--- config.mk ---
export PLATFORM = sky130hd
export DESIGN_NAME = traffic_phase_ctrl
export DESIGN_NICKNAME = d
export VERILOG_FILES = /design/src/rtl/traffic_pkg.sv /design/src/rtl/bcd_countdown.sv /design/src/rtl/traffic_phase_ctrl.sv
export SDC_FILE = /design/constraint.sdc
export NUM_CORES = 1
export LEC_CHECK = 0
export ABC_AREA = 1
export BUFFER_PORTS_ARGS = -buffer_cell sky130_fd_sc_hd__buf_2
export CORE_UTILIZATION = 60
export DETAILED_ROUTE_END_ITERATION = 10
export PLACE_DENSITY = 0.8
export SKIP_CTS_REPAIR_TIMING = 1
export SLEW_MARGIN = 20
export SYNTH_ARGS = -nofsm -noshare
export SYNTH_HDL_FRONTEND = slang
export SYNTH_SLANG_ARGS = --single-unit
--- constraint.sdc ---
create_clock -name Clk -period 3.4 [get_ports Clk]
set_clock_uncertainty 0.15 [all_clocks]
set_input_delay 0.34 -clock Clk [delete_from_list [all_inputs] [get_ports Clk]]
set_output_delay 0.34 -clock Clk [all_outputs]
set_load 0.01 [all_outputs]
--- src/rtl/traffic_pkg.sv ---
// Shared types and constants for the traffic phase controller.
package traffic_pkg;

  typedef enum logic [1:0] {
    WINK,
    GREEN,
    ALL_RED,
    MANUAL
  } state_t;

  localparam logic [3:0] BLANK_DIGIT = 4'hF;

  // Elaboration-time conversion of a 0..99 duration into {tens, units} BCD.
  function automatic logic [7:0] to_bcd(input int unsigned v);
    logic [3:0] h;
    logic [3:0] l;
    h = 4'((v / 10) % 10);
    l = 4'(v % 10);
    return {h, l};
  endfunction

endpackage

--- src/rtl/bcd_countdown.sv ---
// Two-digit BCD down-counter with load priority; floors at 01.
// digit_h/digit_l present the value the counter holds after the coming edge.
module bcd_countdown (
  input  logic       clk,
  input  logic       rst,
  input  logic       load,
  input  logic [7:0] load_val,
  input  logic       dec,
  output logic [3:0] digit_h,
  output logic [3:0] digit_l,
  output logic       at_one
);

  logic [3:0] tens;
  logic [3:0] units;
  logic       at_floor;

  assign at_one   = (tens == 4'd0) && (units == 4'd1);
  assign at_floor = (tens == 4'd0) && (units <= 4'd1);

  always_comb begin
    digit_h = tens;
    digit_l = units;
    if (load) begin
      {digit_h, digit_l} = load_val;
    end else if (dec && !at_floor) begin
      if (units == 4'd0) begin
        digit_l = 4'd9;
        digit_h = tens - 4'd1;
      end else begin
        digit_l = units - 4'd1;
      end
    end
  end

  always_ff @(posedge clk) begin
    if (rst) begin
      tens  <= '0;
      units <= '0;
    end else begin
      tens  <= digit_h;
      units <= digit_l;
    end
  end

endmodule

--- src/rtl/traffic_phase_ctrl.sv ---
// Round-robin traffic light controller with wink idle, all-red clearance
// and manual override; every output is a flop loaded from next-state values.
module traffic_phase_ctrl
  import traffic_pkg::*;
#(
  parameter int unsigned NUM_PHASES  = 2,
  parameter int unsigned GREEN_TIME  = 30,
  parameter int unsigned ALLRED_TIME = 3,
  parameter int unsigned TICK_DIV    = 50000000
) (
  input  logic                    Clk,
  input  logic                    Rst,
  input  logic [NUM_PHASES-1:0]   Traffic,
  input  logic                    Manual_En,
  input  logic [NUM_PHASES-1:0]   Manual_Sel,
  output logic [NUM_PHASES-1:0]   Light_Green,
  output logic                    Wink,
  output logic [4*NUM_PHASES-1:0] Time_L,
  output logic [4*NUM_PHASES-1:0] Time_H
);

  localparam int unsigned     PW         = (TICK_DIV > 1) ? $clog2(TICK_DIV) : 1;
  localparam int unsigned     IW         = (NUM_PHASES > 1) ? $clog2(NUM_PHASES) : 1;
  localparam logic [PW-1:0]   PRESC_MAX  = PW'(TICK_DIV - 1);
  localparam logic [7:0]      GREEN_BCD  = to_bcd(GREEN_TIME);
  localparam logic [7:0]      ALLRED_BCD = to_bcd(ALLRED_TIME);

  state_t        state, state_nxt;
  logic [PW-1:0] presc;
  logic          tick;
  logic          entering;
  logic [IW-1:0] ptr, ptr_nxt, ptr_inc;
  logic [IW-1:0] phase, phase_nxt;
  logic [IW-1:0] pick;
  logic          found;
  logic          any_req;
  int unsigned   scan_idx;

  logic          tmr_load;
  logic [7:0]    tmr_load_val;
  logic          tmr_dec;
  logic [3:0]    digit_h, digit_l;
  logic          at_one;

  logic [NUM_PHASES-1:0]   lg_nxt;
  logic                    wink_nxt;
  logic [4*NUM_PHASES-1:0] th_nxt, tl_nxt;

  assign tick     = (presc == PRESC_MAX);
  assign any_req  = |Traffic;
  assign ptr_inc  = (phase == IW'(NUM_PHASES - 1)) ? '0 : phase + 1'b1;
  assign entering = (state_nxt != state);

  // First requesting phase at or after the pointer, wrapping around.
  always_comb begin
    pick     = '0;
    found    = 1'b0;
    scan_idx = 0;
    for (int unsigned i = 0; i < NUM_PHASES; i++) begin
      scan_idx = (32'(ptr) + i) % NUM_PHASES;
      if (!found && Traffic[IW'(scan_idx)]) begin
        pick  = IW'(scan_idx);
        found = 1'b1;
      end
    end
  end

  always_comb begin
    state_nxt = state;
    phase_nxt = phase;
    ptr_nxt   = ptr;
    if (Manual_En) begin
      state_nxt = MANUAL;
    end else begin
      case (state)
        WINK: begin
          if (tick && any_req) begin
            state_nxt = GREEN;
            phase_nxt = pick;
          end
        end
        GREEN: begin
          if (tick && at_one) begin
            state_nxt = ALL_RED;
            ptr_nxt   = ptr_inc;
          end
        end
        ALL_RED: begin
          if (tick && at_one) begin
            if (any_req) begin
              state_nxt = GREEN;
              phase_nxt = pick;
            end else begin
              state_nxt = WINK;
            end
          end
        end
        MANUAL:  state_nxt = ALL_RED;
        default: state_nxt = WINK;
      endcase
    end
  end

  assign tmr_load     = entering && (state_nxt == GREEN || state_nxt == ALL_RED);
  assign tmr_load_val = (state_nxt == GREEN) ? GREEN_BCD : ALLRED_BCD;
  assign tmr_dec      = tick && (state == GREEN || state == ALL_RED);

  bcd_countdown u_timer (
    .clk      (Clk),
    .rst      (Rst),
    .load     (tmr_load),
    .load_val (tmr_load_val),
    .dec      (tmr_dec),
    .digit_h  (digit_h),
    .digit_l  (digit_l),
    .at_one   (at_one)
  );

  // Output values decoded from the next state so they land with it.
  always_comb begin
    lg_nxt   = '0;
    wink_nxt = 1'b0;
    th_nxt   = {NUM_PHASES{BLANK_DIGIT}};
    tl_nxt   = {NUM_PHASES{BLANK_DIGIT}};
    case (state_nxt)
      WINK: wink_nxt = (state == WINK) ? (Wink ^ tick) : 1'b0;
      GREEN: begin
        lg_nxt[phase_nxt]          = 1'b1;
        th_nxt[4*phase_nxt +: 4]   = digit_h;
        tl_nxt[4*phase_nxt +: 4]   = digit_l;
      end
      ALL_RED: begin
        th_nxt = {NUM_PHASES{digit_h}};
        tl_nxt = {NUM_PHASES{digit_l}};
      end
      MANUAL: begin
        if ($onehot(Manual_Sel)) lg_nxt = Manual_Sel;
      end
      default: ;
    endcase
  end

  always_ff @(posedge Clk) begin
    if (Rst) begin
      state       <= WINK;
      presc       <= '0;
      ptr         <= '0;
      phase       <= '0;
      Light_Green <= '0;
      Wink        <= 1'b0;
      Time_H      <= {NUM_PHASES{BLANK_DIGIT}};
      Time_L      <= {NUM_PHASES{BLANK_DIGIT}};
    end else begin
      state       <= state_nxt;
      presc       <= (entering || tick) ? '0 : presc + 1'b1;
      ptr         <= ptr_nxt;
      phase       <= phase_nxt;
      Light_Green <= lg_nxt;
      Wink        <= wink_nxt;
      Time_H      <= th_nxt;
      Time_L      <= tl_nxt;
    end
  end

endmodule

==> results of run 1 <==
[cell families (layout without fill, tap and decap cells)]
| family | after synthesis | count (layout) | synth area share, % |
|---|---|---|---|
| AND/OR/NAND/NOR | 235 | 235 | 38.2 |
| buffers and inverters | 77 | 113 | 10.2 |
| flip-flops | 57 | 57 | 36.3 |
| AO/OA/AOI/OAI | 45 | 45 | 8.83 |
| adder cells (fa/ha/maj) | 10 | 10 | 3.98 |
| XOR/XNOR | 9 | 9 | 2.51 |
[final cells by class]
cell class	instances	area, um^2
inverter	71	267
sequential	57	1140
timing repair buffer	26	133
clock inverter	3	15.0
clock buffer	13	159
multi-input combinational	299	1680
fill	439	1400
tap	67	83.8
[through the flow]
step / setup WS [ns] / cell area [um^2]
floorplan: 0.893 / 3140
global placement: 0.772 / 3310
detailed placement: 0.647 / 3310
CTS: 0.614 / 3480
global route: 0.292 / 3480
finish: 0.607 / 3480
[synth_stat cells (all sizes together)]
cell	count	area, um^2
xnor2	2	17.5
nand3b	1	7.51
clkinv	5	18.8
or3	1	6.26
xor2	7	61.3
and3	1	6.26
o2111ai	1	8.76
nor4	1	6.26
nor3b	4	30.0
nor3	9	71.3
o21a	2	15.0
nor2	57	274
buf	4	47.5
o211ai	2	15.0
or2	2	12.5
nand2	103	449
inv	66	248
clkbuf	2	7.51
o21bai	4	30.0
nand4	13	81.3
a31oi	2	12.5
nand3	42	248
dfxtp	57	1140
ha	10	125
a21oi	20	126
or4	1	7.51
o21ai	14	70.1
[worst max path at each step]
stage	startpoint	endpoint	slack, ns
CTS	presc[0]	Time_H[6]	0.61
finish	presc[0]	Time_H[6]	0.61
floorplan	presc[0]	Time_L[3]	0.89
global placement	presc[0]	Time_H[5]	0.77
global route	presc[0]	Time_H[6]	0.29
detailed placement	presc[0]	Time_H[6]	0.65
[registers in the layout, indices dropped and copies added, names as in the netlist]
| name | cells |
|---|---|
| Light_Green | 2 |
| Time_H | 8 |
| ptr | 1 |
| u_timer.tens | 4 |
| phase | 1 |
| state | 2 |
| u_timer.units | 4 |
| Wink | 1 |
| presc | 26 |
| Time_L | 8 |
[metal layers]
| layer | global-route usage [%] | vias up | part of all wire (%) |
|---|---|---|---|
| met5 | 0 | - | 0 |
| met4 | 14.5 | 0 | 2.2 |
| met3 | 5.96 | 12 | 6.4 |
| met2 | 37.6 | 75 | 42 |
| met1 | 34.3 | 1177 | 49 |
| li1 | - | 1446 | - |
[where the power goes]
group / internal [uW] / leakage, uW / switching (uW) / total (uW)
combinational: 76.8 / 0.000909 / 146 / 223
sequential: 700 / 0.000465 / 12.3 / 712
clock: 301 / 0.0000932 / 254 / 555
[worst reg2reg max path, delay by kind of cell (launching register included)]
| kind | cells | cell delay (ns) |
|---|---|---|
| buffers and inverters | 3 | 0.35 |
| adder cells (fa/ha/maj) | 2 | 0.60 |
| AO/OA/AOI/OAI | 1 | 0.09 |
| AND/OR/NAND/NOR | 9 | 1.14 |
| flip-flops | 1 | 0.37 |
==> impl_results.md, run 1 <==
* Status: complete, no violations
* Commonest non-fill, non-tap cell in the layout: nand2_1
* CTS tree: built
* Worst-Margin Slew at 0.579 ns
* Worst-path clk slew at 0.06 ns
* Most frequent CP cell: nand2_1
* Worst hold path depth at 4
* Diode count at 0
* Antenna viol nets, final at 0
* Avg Cell Area, Syn at 7.26 um^2
* Worst stage delay on the critical path at around 0.42 ns
* Slew Limit Fails at 0
* Num CTS Buffers at 9
* Pwr/cell area at 428 nW/um^2
* Input/output buffers at 25
* RR Endpoint: Time_H[6]
* Total power at 1490 uW
* Longest Clk Path Bufs at 2
* R2R depth at 15
* Count of state elements after synthesis at 57
* GRT Total Usage at about a quarter
* Worst path required time at 3.48 ns
* Setup TNS at 0 ns
* Seq/Total Area, Yosys at 36.3%
* DRC at 0
* CP Buf/Inv Count at 3
* CTS H-tree depth at 3
* Largest fanout on the critical path at 8
* Leakage at 0.00147 uW
* Vias in the first global route at 2508
* Gpl congestion at 0.876
* Worst setup EP type: register
* Die height at between 70 and 80 um
* CP Depth at 15
* Max Clock Freq at 358 MHz
* Final hold violations at 0
* Global-route wire length before repair at 10.7 mm
* Hold WS at 0.134 ns
* Yosys warnings at 0
* Max Cap Viol at 0
* Hold path start: Manual_Sel[1]
* Placed insts at 520
* Setup crit start kind: register
* Hold WC Path Type: primary input to register
* Hold Crit Endpoint: Light_Green[0]
* # clock sinks at 57
* Mapped Cells at 433
* Largest net degree at the start of global routing at 26
* Io pins at 26
* Reg2reg setup slack at 0.61 ns
* CP top delay family: simple AND/OR/NAND/NOR gates
* Cell Area, Synth at between 3000 and 4000 um^2
* Post-synth cell types at 41
* RSZ-0062 raised after global routing: no
* Initial DRC count at about 130
* Final setup fails at 0
* Core Util, Final at 71.3%
* Min Tclk post-route at 2.79 ns
* Crit share post-route at 82.1%
* Critical path cell sequence: ha_1 > nand2_1 > nor2_4 > nand2_2 > nor2_4 > nand3_2 > nand2_1 > nand3_2 > ha_1 > inv_1 > nor2_1 > buf_4 > o21ai_0 > inv_1 > nand2_1
* Critical path type: register to register
* Final non-filler cell total at 536
* Die ar. at 5530 um^2
* Vias post-DR at 2710
* Slowest stage cell, crit path: ha_1
* Post-Synthesis Net Count at 450
* Chip width at 74.4 um
* Launch point of the worst reg-to-reg path: presc[0]
* Clock root buffer: clkbuf_8
* Share of layout cells above drive strength 1 at 20.3%
* Area growth syn-to-layout at 10.7%
* Grt total ovfl at 0
* Core Region at 4880 um^2
* DRT Wirelength at approximately 6.1 mm
* Vias per inst at 5.06
* Arrival @ worst endpoint at 2.87 ns
* Most frequent cells in the layout: 88 x nand2_1, 57 x dfxtp_1, 56 x inv_1, 45 x nor2_1, 36 x nand3_1
* DP HPWL at 4.65 mm
* Drt wl/cell at about 11 um
* Drt pass-1 iters at 4
* Initial core utilization at 64.4%
* Nets at 481
* Worst VDD drop at approximately 0.26 mV
* Rows at 25
* Clk Latency, worst-skew pair at 0.34 ns
* Initial antenna violation count at 0
* Relative max-transition margin at between 60 and 70%
(Power assumes the default switching activity.)
==> run 2, diff against run 1 <==
--- a/config.mk
+++ b/config.mk
@@ -7,9 +7,9 @@
 export LEC_CHECK = 0
 export ABC_AREA = 1
 export BUFFER_PORTS_ARGS = -buffer_cell sky130_fd_sc_hd__buf_2
-export CORE_UTILIZATION = 60
+export CORE_UTILIZATION = 54
 export DETAILED_ROUTE_END_ITERATION = 10
-export PLACE_DENSITY = 0.8
+export PLACE_DENSITY = 0.76
 export SKIP_CTS_REPAIR_TIMING = 1
 export SLEW_MARGIN = 20
 export SYNTH_ARGS = -nofsm -noshare
==> constraint.sdc (replaced) <==
create_clock -name Clk -period 2.3 [get_ports Clk]
set_clock_uncertainty 0.15 [all_clocks]
set_input_delay 0.23 -clock Clk [delete_from_list [all_inputs] [get_ports Clk]]
set_output_delay 0.23 -clock Clk [all_outputs]
set_load 0.01 [all_outputs]
==> impl_results.md, run 2 (synthesized netlist as in run 1, its figures left out) <==
* Hold WS at 0.00676 ns
* Gpl congestion at just under 0.9
* GRT Total Usage at a little over a quarter
* Setup TNS at -1.48 ns
* Nets at 534
* Top Usage Layer GRT: met2
* Final Worst Setup Slack at -0.102 ns
* Max Clock Freq at 416 MHz
* Final hold violations at 0
* Final setup fails at 23
* Worst-Margin Slew at 0.327 ns
* Arrival @ worst endpoint at 2.47 ns
* Met1 Use GR at 32.5%
* Largest fanout on the critical path at 6
* Chip width at 78.3 um
* Max Cap Viol at 0
* Clk Latency, worst-skew pair at roughly 0.34 ns
* Share of layout cells above drive strength 1 at 38.2%
* RSZ-0062 raised after global routing: yes
* Grt met3 use at around 5.6%
* Largest net degree at the start of global routing at 26
* Setup crit start kind: register
* Diode count at 0
* Status: finished, violations left
* Core Region at 5570 um^2
* Antenna viol nets, final at 0
* Top reg by flops: presc
* Vias per inst at 5.24
* Worst-path clk slew at ~0.07 ns
* Initial core utilization at 56.4%
* Io pins at 26
* Worst setup EP type: register
* Launch point of the worst reg-to-reg path: presc[16]
* Min Tclk post-route at 2.40 ns
* Area growth syn-to-layout at 33.2%
* Relative max-transition margin at 78.0%
* Total power at ~2300 uW
* Num CTS Buffers at 9
* Registers with the most flip-flops: presc: 26 flops, Time_H: 8 flops, Time_L: 8 flops
* M2 GR Usage at 42.4%
* Crit share post-route at 104%
* Vias in the first global route at between 2000 and 3000
* Most frequent cells in the layout: 79 x nand2_1, 52 x dfxtp_1, 52 x inv_1, 51 x buf_4, 35 x nor2_1
* Failing checks: negative setup slack
* Worst VDD drop at 0.474 mV
* Slew Limit Fails at 0
* DRC at 0
* Pwr/cell area at 550 nW/um^2
* Vias post-DR at 3110
* Grt total ovfl at 0
* Rows at 27
* Initial antenna violation count at 0
* Initial DRC count at between 150 and 200
* Hold path start: Manual_Sel[0]
* Die ar. at ~6100 um^2
* Leakage at between 0.0015 and 0.002 uW
* Global-route wire length before repair at 12.5 mm
* Commonest non-fill, non-tap cell in the layout: nand2_1
* Clock root buffer: clkbuf_8
* Die height at just under 80 um
* Worst path required time at 2.37 ns
* Input/output buffers at 25
* CTS tree: built
* DP HPWL at 5.42 mm
* Longest Clk Path Bufs at 2
* Hold WC Path Type: primary input to register
* CP startpoint: presc[16]
* # clock sinks at 57
* DRT Wirelength at 8.06 mm
* CTS H-tree depth at 3
* Max reg flops at 26
* Critical path type: register to register
* Drt pass-1 iters at 5
* Drt wl/cell at 13.6 um
run 2: metrics by stage:
stage	setup slack, ns	instance area [um^2]	utilization (%)	std cells
2_1_floorplan	0.00367	3180	-	433
3_3_place_gp	-0.0533	3690	66.2	570
3_5_place_dp	-0.224	3690	66.2	570
4_1_cts	-0.240	3850	69.0	585
5_1_grt	-0.224	4190	75.1	593
6_report	-0.102	4190	75.1	593
run 2: worst max-delay path, stage by stage (launching register included):
cell	delay, ns
dfxtp_1	0.33
inv_1	0.12
nand2_2	0.09
nor2_2	0.12
nand2_2	0.07
nor2_4	0.19
nand3_4	0.12
nand2_4	0.09
nand3_4	0.12
ha_4	0.35
inv_4	0.04
nor2_4	0.25
buf_6	0.16
nand3_1	0.07
run 2: metal layers:
metal | wire length, um | vias to the layer above | part of all wire, %
met4 | 250 | 0 | 3.1
met3 | 410 | 31 | 5.1
met5 | 0 | - | 0
met2 | 3880 | 100 | 48
li1 | - | 1550 | -
met1 | 3520 | 1429 | 44
run 2: report_power, final:
group	internal, uW	leakage (uW)	switching, uW	total, uW
Clock	406	0.0000887	399	805
Combinational	175	0.00122	269	443
Sequential	1040	0.000467	19.8	1050
run 2: area by class of cell:
class | count | area (um^2)
flip-flops and latches | 57 | 1150
fillers | 410 | 1390
repair buffers | 79 | 551
multi-input cells | 299 | 1970
well taps | 72 | 90.1
clock inverters | 4 | 20.0
inverters | 71 | 269
clock buffers | 11 | 141
run 2: final timing paths:
check | end | slack [ns] | cells after the start
worst max register to register | Time_H[0] | -0.10 | 13
worst min register to register | ptr | 0.31 | 2
worst min-delay path | Light_Green[1] | 0.007 | 4
worst max-delay path | Time_H[0] | -0.10 | 13
==> run 3, diff against run 2 <==
--- a/config.mk
+++ b/config.mk
@@ -5,11 +5,11 @@
 export SDC_FILE = /design/constraint.sdc
 export NUM_CORES = 1
 export LEC_CHECK = 0
-export ABC_AREA = 1
+export ABC_AREA = 0
 export BUFFER_PORTS_ARGS = -buffer_cell sky130_fd_sc_hd__buf_2
-export CORE_UTILIZATION = 54
+export CORE_UTILIZATION = 53
 export DETAILED_ROUTE_END_ITERATION = 10
-export PLACE_DENSITY = 0.76
+export PLACE_DENSITY = 0.75
 export SKIP_CTS_REPAIR_TIMING = 1
 export SLEW_MARGIN = 20
 export SYNTH_ARGS = -nofsm -noshare
==> impl_results.md, run 3 <==
* Status: finished, violations left
* Failing checks: negative setup slack
* Mapped Cells at around 300
* Cell Area, Synth at 2670 um^2
* Initial core utilization at 55.7%
* Input/output buffers at 25
* Arrival @ worst endpoint at ~3.5 ns
* Hold WC Path Type: primary input to register
* Seq/Total Area, Yosys at 42.8%
* Registers with the most flip-flops: presc: 26 flops, Time_H: 8 flops, Time_L: 8 flops
* Critical path cell sequence: ha_4 > nand3_4 > or4_4 > or4b_1 > o211ai_1 > a21oi_2 > inv_2 > ha_4 > o31ai_2 > o31ai_4 > buf_6 > a31o_4 > o21ai_0
* Vias in the first global route at 2539
* Most frequent CP cell: ha_4
* Vias post-DR at about 2700
* Relative max-transition margin at 70.0%
* Reg2reg setup slack at -1.09 ns
* Die height at 72.9 um
* Slew Limit Fails at 0
* Critical path type: register to register
* Worst VDD drop at 0.618 mV
* Gpl congestion at about 0.93
* Num CTS Buffers at 9
* Synth cell count leaders: 57 x dfxtp_1, 55 x nor2_1, 20 x nand2_1, 19 x inv_1, 16 x xnor2_1
* Initial antenna violation count at 0
* Post-Synthesis Net Count at between 300 and 400
* Setup crit start kind: register
* EDFF count, synth at 0
* Fillers at 295
* Commonest non-fill, non-tap cell in the layout: buf_4
* Drt wl/cell at 16.4 um
* Final non-filler cell area at 4010 um^2
* Chip width at 72.9 um
* Clk Latency, worst-skew pair at roughly 0.35 ns
* Pwr/cell area at between 600 and 700 nW/um^2
* Max reg flops at 26
* # clock sinks at 57
* Nets at ~440
* Yosys warnings at 0
* GRT Total Usage at 27.7%
* Footprint of the multi-input gates at 1670 um^2
* Die ar. at 5320 um^2
* Share of layout cells above drive strength 1 at 40.7%
* Most frequent cell after synthesis: dfxtp_1
* Most frequent cells in the layout: 81 x buf_4, 55 x dfxtp_1, 52 x nor2_1, 25 x buf_2, 20 x nand2_1
* Crit share post-route at 147%
* Worst setup EP type: register
* Io pins at 26
* Grt total ovfl at 0
* Worst path required time at 2.39 ns
* Worst-Margin Slew at 0.446 ns
* Primary FF master, synth: dfxtp_1
* Core Region at 4790 um^2
* RSZ-0062 raised after global routing: yes
* CTS H-tree depth at 3
* Global-route wire length before repair at 11.0 mm
* Area contributors post-synth: dfxtp_1 43%, nor2_1 7.7%, xnor2_1 5.3%
* DRT Wirelength at around 8 mm
* DP HPWL at 4.72 mm
* Drt pass-1 iters at 4
* Max Clock Freq at 295 MHz
* CP top delay family: simple AND/OR/NAND/NOR gates
* Leakage at 0.00165 uW
* Antenna viol nets, final at 0
* DRC at 0
* CP Buf/Inv Count at 2
* Initial DRC count at 192
* CTS tree: built
* Largest fanout on the critical path at 7
* Biggest area consumer among synthesized cells: dfxtp_1
* Post-DP Area at 3500 um^2
* Largest net degree at the start of global routing at 27
* Ys async rst share at 0%
* Clock root buffer: clkbuf_8
* Count of state elements after synthesis at 57
* Top reg by flops: presc
* Max Cap Viol at 0
* Final Worst Setup Slack at -1.09 ns
* Slowest stage cell, crit path: or4_4
* Area growth syn-to-layout at 50.3%
* Reg area at 1140 um^2
* Final setup fails at 55
* Post-synth top area share at 42.8%
* Longest Clk Path Bufs at 2
* Rows at 25
* Diode count at 0
* Avg Cell Area, Syn at 8.77 um^2
* Vias per inst at 5.53
* Final hold violations at 0
* Core Util, Final at between 80% and 90%
* Min Tclk post-route at 3.39 ns
* Worst stage delay on the critical path at 0.59 ns
* Worst-path clk slew at 0.08 ns
* Post-synth cell types at 50
[run 3: kinds of logic after synthesis]
logic type | synth area share [%]
mux | 1.50
buf+inv | 4.18
flops | 42.8
fa+ha+maj | 4.69
compound gates | 11.2
simple gates | 26.5
xor+xnor | 9.20
[run 3: cell type report]
type,count,share of cell area (%)
Clock inverter,3,1.72
Clock buffer,13,4.47
Tap cell,67,2.09
Multi-Input combinational cell,221,41.8
Inverter,19,1.78
Timing Repair Buffer,110,19.6
Sequential cell,57,28.5
[run 3: where the power goes]
part           internal [uW]  total [uW]  switching (uW)
registers               1040        1060            26.0
clock network            733        1170             437
logic                    248         553             305
total                   2020        2790             768
[run 3: worst min-delay path, cell delays in order]
cell	delay [ns]
buf_2	0.10
o22ai_2	0.05
and2_1	0.13
[run 3: final timing paths]
| kind | start | to | cells past startpoint |
|---|---|---|---|
| worst min-delay path | Manual_Sel[0] | Light_Green[1] | 3 |
| worst max-delay path | presc[1] | Time_H[7] | 13 |
| worst max register to register | presc[1] | Time_H[7] | 13 |
| worst min register to register | ptr | ptr | 2 |
[run 3: stage by stage]
step | setup slack (ns) | power, uW | hold WS [ns] | TNS, ns | std cells
floorplan | -0.983 | 1320 | 0.239 | -20.69 | 304
global placement | -0.901 | 1490 | 0.339 | -28.22 | 470
detailed placement | -0.995 | 1500 | 0.349 | -30.82 | 470
CTS | -1.02 | 2640 | 0.0758 | -33.33 | 486
global route | -1.15 | 2880 | 0.0675 | -35.16 | 490
finish | -1.09 | 2790 | 0.0605 | -28.80 | 490
[run 3: routing by layer]
metal	wire (um)	track usage (%)	up-vias
li1	-	-	1279
met1	3060	30.3	1300
met2	4340	50.7	96
met3	361	6.63	36
met4	275	12.2	0
met5	0	0	-
